`src/rtl/uart_tx_fifo.sv`:
```
// UART transmitter fed by a valid/ready FIFO: start bit, LSB-first data, optional parity, 1-2 stop bits.
// Define UART_TX_PARITY_EN to compile in the parity bit (sense chosen by PARITY_ODD).
module uart_tx_fifo #(
  parameter int CLK_HZ     = 50000000,
  parameter int BAUD       = 9600,
  parameter int DATA_BITS  = 8,
  parameter int STOP_BITS  = 1,
  parameter int PARITY_ODD = 0,
  parameter int FIFO_DEPTH = 16
) (
  input  logic                          clk,
  input  logic                          rst,
  input  logic [DATA_BITS-1:0]          tx_data,
  input  logic                          tx_valid,
  output logic                          tx_ready,
  output logic                          tx,
  output logic                          busy,
  output logic [$clog2(FIFO_DEPTH):0]   fifo_count
);
  localparam int DIV   = CLK_HZ / BAUD;
  localparam int DIV_W = $clog2(DIV);
  localparam int AW    = $clog2(FIFO_DEPTH);
  localparam int IDX_W = $clog2(DATA_BITS);

  if (DIV < 2 || DATA_BITS < 5 || DATA_BITS > 9 || STOP_BITS < 1 || STOP_BITS > 2 ||
      PARITY_ODD < 0 || PARITY_ODD > 1 || FIFO_DEPTH != (1 << AW)) begin : g_bad_param
    $error("uart_tx_fifo: illegal parameter set");
  end

  typedef enum logic [2:0] {
    S_IDLE,
    S_START,
    S_DATA,
`ifdef UART_TX_PARITY_EN
    S_PARITY,
`endif
    S_STOP
  } state_t;

  state_t               state_q, state_d;
  logic [DIV_W-1:0]     div_q, div_d;
  logic [IDX_W-1:0]     idx_q, idx_d;
  logic [DATA_BITS-1:0] shift_q, shift_d;
  logic                 tx_q, tx_d;
  logic                 busy_q, busy_d;
`ifdef UART_TX_PARITY_EN
  logic                 par_q, par_d;
`endif

  logic [DATA_BITS-1:0] mem [FIFO_DEPTH];
  logic [AW-1:0]        wr_ptr_q, rd_ptr_q;
  logic [AW:0]          count_q, count_d;
  logic                 push, pop, load, bit_end, fifo_empty;
  logic [DATA_BITS-1:0] rd_data;

  assign tx_ready   = (count_q != (AW+1)'(FIFO_DEPTH));
  assign push       = tx_valid && tx_ready;
  assign fifo_empty = (count_q == '0);
  assign rd_data    = mem[rd_ptr_q];
  assign bit_end    = (div_q == DIV_W'(DIV - 1));

  // NOTE: the storage array has no reset; clearing the pointers already discards its contents.
  always_ff @(posedge clk) begin
    if (push) mem[wr_ptr_q] <= tx_data;
  end

  // NOTE: every default is assigned before the case so no path leaves a variable unassigned (no latch).
  always_comb begin
    state_d = state_q;
    div_d   = div_q;
    idx_d   = idx_q;
    shift_d = shift_q;
    tx_d    = tx_q;
    busy_d  = busy_q;
    pop     = 1'b0;
    load    = 1'b0;
`ifdef UART_TX_PARITY_EN
    par_d   = par_q;
`endif
    if (state_q != S_IDLE) div_d = bit_end ? '0 : div_q + DIV_W'(1);

    unique case (state_q)
      S_IDLE: begin
        div_d  = '0;
        tx_d   = 1'b1;
        busy_d = 1'b0;
        load   = !fifo_empty;
      end
      S_START: if (bit_end) begin
        state_d = S_DATA;
        idx_d   = '0;
        tx_d    = shift_q[0];
      end
      S_DATA: if (bit_end) begin
        if (idx_q == IDX_W'(DATA_BITS - 1)) begin
`ifdef UART_TX_PARITY_EN
          state_d = S_PARITY;
          tx_d    = par_q;
`else
          state_d = S_STOP;
          idx_d   = '0;
          tx_d    = 1'b1;
`endif
        end else begin
          idx_d   = idx_q + IDX_W'(1);
          shift_d = shift_q >> 1;
          tx_d    = shift_q[1];
        end
      end
`ifdef UART_TX_PARITY_EN
      S_PARITY: if (bit_end) begin
        state_d = S_STOP;
        idx_d   = '0;
        tx_d    = 1'b1;
      end
`endif
      S_STOP: if (bit_end) begin
        if (idx_q == IDX_W'(STOP_BITS - 1)) begin
          // Chain straight into the next start bit when more data is waiting.
          if (fifo_empty) begin
            state_d = S_IDLE;
            busy_d  = 1'b0;
            tx_d    = 1'b1;
          end else begin
            load = 1'b1;
          end
        end else begin
          idx_d = idx_q + IDX_W'(1);
        end
      end
      default: state_d = S_IDLE;
    endcase

    if (load) begin
      pop     = 1'b1;
      state_d = S_START;
      shift_d = rd_data;
      idx_d   = '0;
      div_d   = '0;
      tx_d    = 1'b0;
      busy_d  = 1'b1;
`ifdef UART_TX_PARITY_EN
      par_d   = (^rd_data) ^ 1'(PARITY_ODD);
`endif
    end

    unique case ({push, pop})
      2'b10:   count_d = count_q + (AW+1)'(1);
      2'b01:   count_d = count_q - (AW+1)'(1);
      default: count_d = count_q;
    endcase
  end

  // NOTE: state registers use non-blocking assignments so every flop samples pre-edge values.
  always_ff @(posedge clk) begin
    if (rst) begin
      state_q  <= S_IDLE;
      div_q    <= '0;
      idx_q    <= '0;
      shift_q  <= '0;
      tx_q     <= 1'b1;
      busy_q   <= 1'b0;
      wr_ptr_q <= '0;
      rd_ptr_q <= '0;
      count_q  <= '0;
`ifdef UART_TX_PARITY_EN
      par_q    <= 1'b0;
`endif
    end else begin
      state_q  <= state_d;
      div_q    <= div_d;
      idx_q    <= idx_d;
      shift_q  <= shift_d;
      tx_q     <= tx_d;
      busy_q   <= busy_d;
      count_q  <= count_d;
      if (push) wr_ptr_q <= wr_ptr_q + AW'(1);
      if (pop)  rd_ptr_q <= rd_ptr_q + AW'(1);
`ifdef UART_TX_PARITY_EN
      par_q    <= par_d;
`endif
    end
  end

  assign tx         = tx_q;
  assign busy       = busy_q;
  assign fifo_count = count_q;

endmodule
```
`config.mk`:
```
export PLATFORM = sky130hd
export DESIGN_NAME = uart_tx_fifo
export DESIGN_NICKNAME = d
export VERILOG_FILES = /design/src/rtl/uart_tx_fifo.sv
export SDC_FILE = /design/constraint.sdc
export NUM_CORES = 1
export LEC_CHECK = 0
export ABC_AREA = 1
export BUFFER_PORTS_ARGS = -buffer_cell sky130_fd_sc_hd__buf_4
export CAP_MARGIN = 20
export CORE_MARGIN = 2
export CORE_UTILIZATION = 45
export DETAILED_ROUTE_END_ITERATION = 8
export SYNTH_ARGS = -nofsm -noshare
export SYNTH_HDL_FRONTEND = slang
export SYNTH_SLANG_ARGS = --single-unit
```
`constraint.sdc`:
```
create_clock -name clk -period 4.05 [get_ports clk]
set_input_delay 0.405 -clock clk [delete_from_list [all_inputs] [get_ports clk]]
set_output_delay 0.405 -clock clk [all_outputs]
set_load 0.01 [all_outputs]
```
After elaboration in Yosys (flattened, before gate mapping)
Memories as Yosys holds them, arrays and structs flattened. A register that Yosys moved wholly into a read port is not among the register bits.
Index checks and enable logic that the tools add are counted.
{ "classes": {"n_addsub": 6, "eq_ne": 23, "muxes": 42, "n_bitwise": 1, "reduce_logical": 20} }
{ "ops": {"columns": ["operator", "n"], "rows": [
  ["two-way mux 3 bit", 11],
  ["two-way mux 8 bit", 4],
  ["two-way mux 1 bit", 18],
  ["inequality test 2 bit (second input constant)", 9],
  ["inequality test 3 bit (second input constant)", 6],
  ["AND reduction 7 bit", 2],
  ["adder 13 x 1 -> 13 bit (second input constant)", 1],
  ["== test 13 bit (second input constant)", 1],
  ["two-way mux 13 bit", 1],
  ["one-hot mux 3 bit (4 select lines)", 1],
  ["one-hot mux 5 bit (2 select lines)", 1],
  ["one-hot mux 3 bit (3 select lines)", 1],
  ["nonzero test 3 bit", 3],
  ["adder 4 x 1 -> 4 bit (second input constant)", 2],
  ["two-way mux 4 bit", 2],
  ["== test 3 x 2 -> 1 bit (second input constant)", 2],
  ["logical NOT 3 bit", 2],
  ["AND reduction 6 bit", 1],
  ["nonzero test 2 bit", 3],
  ["adder 5 x 1 -> 5 bit (second input constant)", 1],
  ["logical NOT 5 bit", 1],
  ["inequality test 5 bit (second input constant)", 1],
  ["AND reduction 5 bit", 1],
  ["nonzero test 5 bit", 1],
  ["other kinds (15)", 16]
]} }
{ "totals": {"regBits": 42, "ramBits": 128, "in_bits": 11, "out_inout_bits": 8, "elab_cells": 103, "mem_count": 1} }
{ "mem_list": {"columns": ["memory", "depth", "word_bits", "read_ports", "rd_clocked_by_memory_dff", "write_ports", "line", "text"], "rows": [
  ["mem", 16, 8, 1, 1, 1, "50", "logic [DATA_BITS-1:0] mem [FIFO_DEPTH];"]
]} }

Logic depth before layout (Yosys ltp)
Gate-level depths: netlist (run 1).
{ "depth": {"depth_word": 8, "ltp_mapped": 18} }

Worst setup path before layout (run 1)
No wires, ideal clock.
{ "synth_timing": {"path_kind": "register -> register", "from": "register idx_q[0]", "to": "register count_q[4], in the netlist fifo_count[4]", "setup_time_ns": 0.070, "arrival_time_ns": 2.632, "slack_ns": 1.348, "stages_incl_launch_ff": 19, "path_buffers": 1, "cell_sequence": "dfxtp_1 > inv_1 > ha_1 > inv_1 > or2_1 > nor2_1 > nand3_2 > a21oi_4 > buf_6 > ha_1 > xor2_1 > ha_1 > a21o_1 > nand2_1 > o21ai_0 > or2_2 > nand2_1 > o21ai_0 > a21oi_1"} }
{ "synth_via": {"elab_chain_len": 7} }
{ "synth_rtl": {"columns": ["item", "line", "text"], "rows": [
  ["start, declared", "42", "logic [IDX_W-1:0] idx_q, idx_d;"],
  ["start signal, assigned", "172", "idx_q <= idx_d;"],
  ["logical NOT 3 bit *", "118", "if (idx_q == IDX_W'(STOP_BITS - 1)) begin"],
  ["two-way mux 1 bit *", "118", null],
  ["two-way mux 1 bit *", "117", "S_STOP: if (bit_end) begin"],
  ["one-hot mux 1 bit (2 select lines) *", "82", "unique case (state_q)"],
  ["two-way mux 1 bit *", "134", "if (load) begin"],
  ["== test 2 x 1 -> 1 bit / == test 2 bit (equally long branches)", "147", "unique case ({push, pop})"],
  ["one-hot mux 5 bit (2 select lines) / nonzero test 2 bit (equally long branches)", null, null],
  ["end signal, assigned", "176", "count_q <= count_d;"],
  ["end, declared", "52", "logic [AW:0] count_q, count_d;"]
]} }
Every way passes the cells marked *; elsewhere a longest branch is shown, timed or not.
A chain may end at the register's enable or synchronous reset.

Final worst setup path (run 1)
Same ends and word-level chain as after synthesis.

==> reports/metrics.yaml, run 1 <==
sta:
  max_slew_headroom_at_the_worst_pin_pct: 28.83
  finalSetupViolations: 0
  layout_min_cycle_time_ns: 3.178
  fin_worst_skew_ns: 0.01260
  finalMaxSlewViolations: 0
  report.final.hold_viol_count: 0
  timing.setup.tns_ns: 0
  fin_crit_sh_pct: 78.48
  worstMarginPinSlew_ns: 1.064
  grt_setup_unrepaired: "no"
  max_freq_mhz: 314.6
critical_path:
  worstPathMaxFanout: 18
  critPathLaunchType: "flip-flop"
  required_time_at_the_endpoint_of_the_critical_path_ns: 4.37
  critPathSlowestCell: "sky130_fd_sc_hd__a21oi_4"
  worst_setup_path_end_kind: "flip-flop"
  cp-startpoint: "idx_q[0]"
  criticalPathCategory: "reg -> reg"
  worst-endpoint-arrival_ns: 3.50
  crit_path_cell_trace: "inv_1, ha_1, inv_1, or2_1, nor2_1, nand3_2, a21oi_4, ha_1, xor2_1, ha_1, a21o_1, nand2_1, o21ai_0, or2_2, nand2_1, o21ai_0, a21oi_1"
  worst_flop_to_flop_path_startpoint: "idx_q[0]"
  crit_top_cell: "sky130_fd_sc_hd__ha_1"
  timing.critical_path.buf_inv: 2
  timing.critical_path.slowest_cell_delay_ns: 0.44
  cpLargestDelayFamily: "compound AO/OA/AOI/OAI gates"
synth:
  post_synth_most_frequent_cells: "sky130_fd_sc_hd__nor2_1, sky130_fd_sc_hd__edfxtp_1, sky130_fd_sc_hd__o21ai_0"
  number_of_synthesized_flops_with_an_enable_pin: 128
  post_synth_instance_area_um2: 7432
  async_reset_ff_share_pct: 0
  post-synth-top-area-cell: "sky130_fd_sc_hd__edfxtp_1"
  flop_and_latch_count_out_of_synthesis: 173
  yosys-top-cells-area: "sky130_fd_sc_hd__edfxtp_1, sky130_fd_sc_hd__dfxtp_1, sky130_fd_sc_hd__nor2_1"
  synth_most_common_cell: "sky130_fd_sc_hd__nor2_1"
  synth_cell_type_count: 39
  synth-compound-area-share_pct: 10.96
  synth_largest_type_area_fraction_pct: 51.72
  synth_xor_area_share_pct: 1.061
  yosys_warnings: 0
  main_combinational_cell_family_by_area_after_synthesis: "simple AND/OR/NAND/NOR gates"
  post_synth.cell_area_avg_um2: 10.39
  postSynthCellCount: 715
  synth_flop_cell: "sky130_fd_sc_hd__edfxtp_1"
  synth_simple_gate_area_share_pct: 16.75
  yosys.area_share.adder_pct: 2.694
  seq_total_area_yosys_pct: 63.84
  mappedNetlistNets: 742
  synth.area.mux_share_pct: 0
final_layout:
  final-seq-area_um2: 4746
  syn2layout_area_growth_pct: 12.21
  final_cell_count_no_fill: 957
  antenna_cells_inserted: 0
  post-route-cell-area_um2: 8339
  final.fill_count: 1451
  multi_input_logic_area_um2: 2338
  fin_nets: 755
  drive_above_1_share_pct: 9.582
cts:
  clkLatencyLatePin_ns: 0.43
  cts.clk_slew.worst_paths_ns: 0.07
  post-cts-setup-buffer-count: 0
  clock_tree.root_cell: "sky130_fd_sc_hd__clkbuf_16"
  cts-root-to-sink-buffers: 2
  holdBufCountCts: 0
  post_cts_resize_count: 0
  clkSinkCount: 173
  number_of_clock_buffers_inserted_by_tritoncts: 17
  htree_levels: 4
  tritoncts: "built"
power_and_ir_drop:
  static_power_due_to_leakage_nw: 3.020
  power.density_cell_area_nw_per_um2: 654.7
  design_power_total_mw: 5.459
  max_vdd_drop_mv: 0.4028
floorplanning:
  floorplan.die_area_um2: 17560
  boundaryPins: 19
  die_h_um: 132.5
  initial_utilization_pct: 46.45
  placement_rows: 46
  die_w_um: 132.5
  floorplan.core_area_um2: 16000
min_path:
  hold_start: "rst"
  type_of_the_worst_min_delay_path: "in -> reg"
placed_design:
  place.gp.congestion: 0.8462
  dp_hpwl_mm: 9.922
  placed_area_um2: 7722
  placed_cells_incl_taps: 925
  buffer_ports.inserted: 18
drt:
  drt.antenna.violating_nets: 0
  avg_vias_per_cell: 5.330
  postRouteWirelength_mm: 16.52
  drtIter0Drc: 405
  drt_pre_antenna_iters: 5
  detailroute.via_count: 5101
  drc_errors: 0
  post_drt_wl_per_cell_um: 17.26
global_routing:
  gr_usage_total_pct: 19.59
  grt-ovfl-total: 0
  grt_max_degree: 68
  grt_first_pass_wirelength_mm: 26.56
  number_of_global_route_vias_before_repair: 5012
  antenna_found_initial: 0
job:
  cap_violations: 0
status:
  run_status: "completed"
-- path summary, 6_finish.rpt --
kind / endpoint / slack (ns) / depth (start not counted)
hold / removal: shift_q[5] / 0.22 / 2
hold reg to reg: div_q[0] / 0.46 / 1
setup reg to reg: fifo_count[4] / 0.87 / 17
setup / recovery: fifo_count[4] / 0.87 / 17
-- cells by family (layout without fill, tap and decap cells) --
logic type,count (synthesis),in the layout
adders and majority gates,16,16
buffers and inverters,83,109
xor gates and xnor gates,9,9
and+or+nand+nor,290,290
AOI/OAI and AO/OA,144,144
DFF,173,173
-- power by group --
group	leakage [nW]	internal, mW	switching (mW)
sequential	1.52	2.04	0.0868
combinational	1.19	0.522	1.09
clock	0.303	0.946	0.768
-- cells in the final DEF (no fill, tap or decap), drive strengths merged, types with 4 or more instances in the layout --
cell type / count
nor2: 143
ha: 16
buf: 21
xor2: 7
and3: 4
o221ai: 4
a21oi: 25
dfxtp: 45
nand2: 78
nand3: 50
o21ai: 87
nor3: 6
o211ai: 19
clkbuf: 17
o22ai: 5
inv: 65
edfxtp: 128
-- sequential cells by signal, indices dropped and copies added (netlist names), named ones only --
register and cells:
mem 128, div_q 13, shift_q 8, fifo_count 5, rd_ptr_q 4, wr_ptr_q 4
idx_q 3, state_q 2, busy 1, tx 1
-- layer usage --
layer	part of all wire, %	GRT usage [%]	wire, um
met1	45	25.06	7365
met5	0	0	0
met2	50	33.33	8178
met3	4.8	4.521	787
met4	1.1	5.735	188
-- area by class of cell --
class	count	area share, %
Clock buffer	17	5.101
Clock inverter	15	2.296
Inverter	56	2.521
Multi-Input combinational cell	459	28.04
Sequential cell	173	56.91
Tap cell	216	3.241
Timing Repair Buffer	21	1.890
-- through the flow --
step,utilization (%),hold WS [ns],setup slack (ns)
4_1_cts,52.12,0.2086,0.8748
2_1_floorplan,-,0.4176,1.348
6_report,52.12,0.2202,0.8717
3_5_place_dp,48.26,0.4468,0.9020
3_3_place_gp,48.26,0.4300,1.061
5_1_grt,52.12,0.2154,0.3785
No activity file was read; power rests on OpenSTA's default activity.
==> run 2, diff against run 1 <==
- clock period: 4.05 -> 3 ns (I/O delays scaled with it)
==> run 2 against run 1 <==
Against the previous run:
- critical path depth unchanged
- wire length hardly changed
- final cell count is 2.0% higher
- die area unchanged
- cell area is 1.8% higher
- maximum frequency up 13%
- via count increased by 1.4%
- total power grew 36%
- critical path type unchanged
- highest routed layer unchanged
==> reports/metrics.yaml, run 2 (same netlist as run 1, synthesis figures left out) <==
critical_path:
  r2r.worst_path.cells: 17
  worstPathMaxFanout: 6
  worst_flop_to_flop_path_startpoint: "idx_q[0]"
  worst-endpoint-arrival_ns: 3.13
  r2r-end: "fifo_count[4]"
  required_time_at_the_endpoint_of_the_critical_path_ns: 3.32
  worst_setup_path_end_kind: "flip-flop"
  criticalPathCategory: "reg -> reg"
  critPathLaunchType: "flip-flop"
  r2r_setup_slack_ns: 0.19
sta:
  finalSetupViolations: 0
  whs_ns: 0.1308
  max_freq_mhz: 355.7
  fin_worst_skew_ns: 0.01211
  finalMaxSlewViolations: 0
  report.final.hold_viol_count: 0
  max_slew_headroom_at_the_worst_pin_pct: 51.87
  grt_setup_unrepaired: "no"
  timing.setup.tns_ns: 0
  layout_min_cycle_time_ns: 2.811
  fin_crit_sh_pct: 93.71
  worstMarginPinSlew_ns: 0.7212
power_and_ir_drop:
  clock_power_share_pct: 30.7
  netSwitchingPower_mw: 2.560
  design_power_total_mw: 7.406
  power.combinational.fraction_pct: 30.4
  power_switching_share_pct: 34.57
  p_int_mw: 4.846
  power.density_cell_area_nw_per_um2: 872.5
  max_vdd_drop_mv: 0.5380
  static_power_due_to_leakage_nw: 3.119
  pwr-share-seq_pct: 38.8
final_layout:
  final.fill_count: 1397
  syn2layout_area_growth_pct: 14.21
  top_regs: "mem: 128 flops, div_q: 13 flops, shift_q: 8 flops"
  antenna_cells_inserted: 0
  largest_register: "mem"
  mostFrequentLayoutCells: "sky130_fd_sc_hd__nor2_1, sky130_fd_sc_hd__edfxtp_1, sky130_fd_sc_hd__o21ai_0"
  layout.cells.most_common: "sky130_fd_sc_hd__nor2_1"
  fin_nets: 774
  drive_above_1_share_pct: 11.71
  largest_register_ff_count: 128
global_routing:
  grt_max_degree: 68
  grt_first_pass_wirelength_mm: 26.28
  grt-ovfl-total: 0
  number_of_global_route_vias_before_repair: 5013
  gr_usage_total_pct: 19.61
  antenna_found_initial: 0
cts:
  clkLatencyLatePin_ns: 0.43
  clock_tree.root_cell: "sky130_fd_sc_hd__clkbuf_16"
  tritoncts: "built"
  holdBufCountCts: 0
  cts.clk_slew.worst_paths_ns: 0.07
  htree_levels: 4
  cts-root-to-sink-buffers: 2
  post-cts-setup-buffer-count: 0
  post_cts_resize_count: 0
  clkSinkCount: 173
  number_of_clock_buffers_inserted_by_tritoncts: 17
drt:
  drt.antenna.violating_nets: 0
  drc_errors: 0
  post_drt_wl_per_cell_um: 16.91
  drtIter0Drc: 423
  avg_vias_per_cell: 5.298
  detailroute.via_count: 5171
  postRouteWirelength_mm: 16.51
  drt_pre_antenna_iters: 5
min_path:
  min_delay_worst_endpoint: "shift_q[5]"
  type_of_the_worst_min_delay_path: "in -> reg"
  hold-path-cell-count: 2
  hold_start: "rst"
placed_design:
  dp_hpwl_mm: 10.31
  place.gp.congestion: 0.8659
  buffer_ports.inserted: 18
status:
  run_status: "completed"
floorplanning:
  initial_utilization_pct: 46.45
  floorplan.core_area_um2: 16000
  die_w_um: 132.5
  die_h_um: 132.5
  placement_rows: 46
  boundaryPins: 19
  floorplan.die_area_um2: 17560
job:
  cap_violations: 0
-- run 2: power groups by stage --
stage / Clock [mW] / Combinational (mW) / Sequential (mW)
after floorplan: 0 / 1.67 / 2.92
final: 2.28 / 2.25 / 2.87
after global placement: 0 / 2.18 / 2.92
after detailed placement: 0 / 2.24 / 2.92
after CTS: 2.31 / 2.26 / 2.87
after global routing: 2.41 / 2.55 / 2.90
-- run 2: area by class of cell --
class	count	area (um^2)	share of cell area (%)
sequential	173	4746	55.91
multi-input combinational	459	2341	27.58
clock buffer	17	425.4	5.012
timing repair buffer	40	312.8	3.685
tap	216	270.3	3.184
inverter	56	210.2	2.476
clock inverter	15	182.7	2.152
-- run 2: metrics by stage --
step | worst slack (ns) | instances | util (%) | cell area (um^2)
6_report | 0.1888 | 976 | 53.05 | 8488
5_1_grt | 0.004079 | 976 | 53.05 | 8488
4_1_cts | 0.1599 | 976 | 53.03 | 8486
3_5_place_dp | 0.1749 | 944 | 49.23 | 7878
3_3_place_gp | 0.3349 | 944 | 49.23 | 7878
2_1_floorplan | 0.2981 | 715 | - | 7432
-- run 2: how the worst max path moves through the flow --
stage | startpoint | endpoint | slack [ns] | cells past startpoint
2_1_floorplan | idx_q[0] | fifo_count[4] | 0.30 | 18
3_3_place_gp | idx_q[0] | fifo_count[4] | 0.33 | 17
3_5_place_dp | idx_q[0] | fifo_count[4] | 0.17 | 17
4_1_cts | idx_q[0] | fifo_count[4] | 0.16 | 17
5_1_grt | idx_q[0] | fifo_count[4] | 0.004 | 17
6_report | idx_q[0] | fifo_count[4] | 0.19 | 17
-- run 2: metal layers --
| layer | share of wire (%) | GRT usage (%) | vias up |
|---|---|---|---|
| li1 | - | - | 2540 |
| met1 | 45 | 25.89 | 2487 |
| met2 | 49 | 32.33 | 125 |
| met3 | 4.4 | 4.253 | 19 |
| met4 | 1.4 | 6.452 | 0 |
| met5 | 0 | 0 | - |
-- run 2: worst max-delay path, stage by stage (launching register included) --
cell and delay [ns]:
sky130_fd_sc_hd__dfxtp_1 0.33, sky130_fd_sc_hd__inv_1 0.08, sky130_fd_sc_hd__ha_1 0.15, sky130_fd_sc_hd__inv_1 0.03, sky130_fd_sc_hd__or2_1 0.23, sky130_fd_sc_hd__nor2_1 0.12, sky130_fd_sc_hd__nand3_2 0.13, sky130_fd_sc_hd__a21oi_4 0.15
sky130_fd_sc_hd__ha_2 0.25, sky130_fd_sc_hd__xor2_1 0.22, sky130_fd_sc_hd__ha_1 0.18, sky130_fd_sc_hd__a21o_1 0.12, sky130_fd_sc_hd__nand2_1 0.06, sky130_fd_sc_hd__o21ai_0 0.23, sky130_fd_sc_hd__or2_2 0.16, sky130_fd_sc_hd__nand2_1 0.06
sky130_fd_sc_hd__o21ai_0 0.14, sky130_fd_sc_hd__a21oi_1 0.06
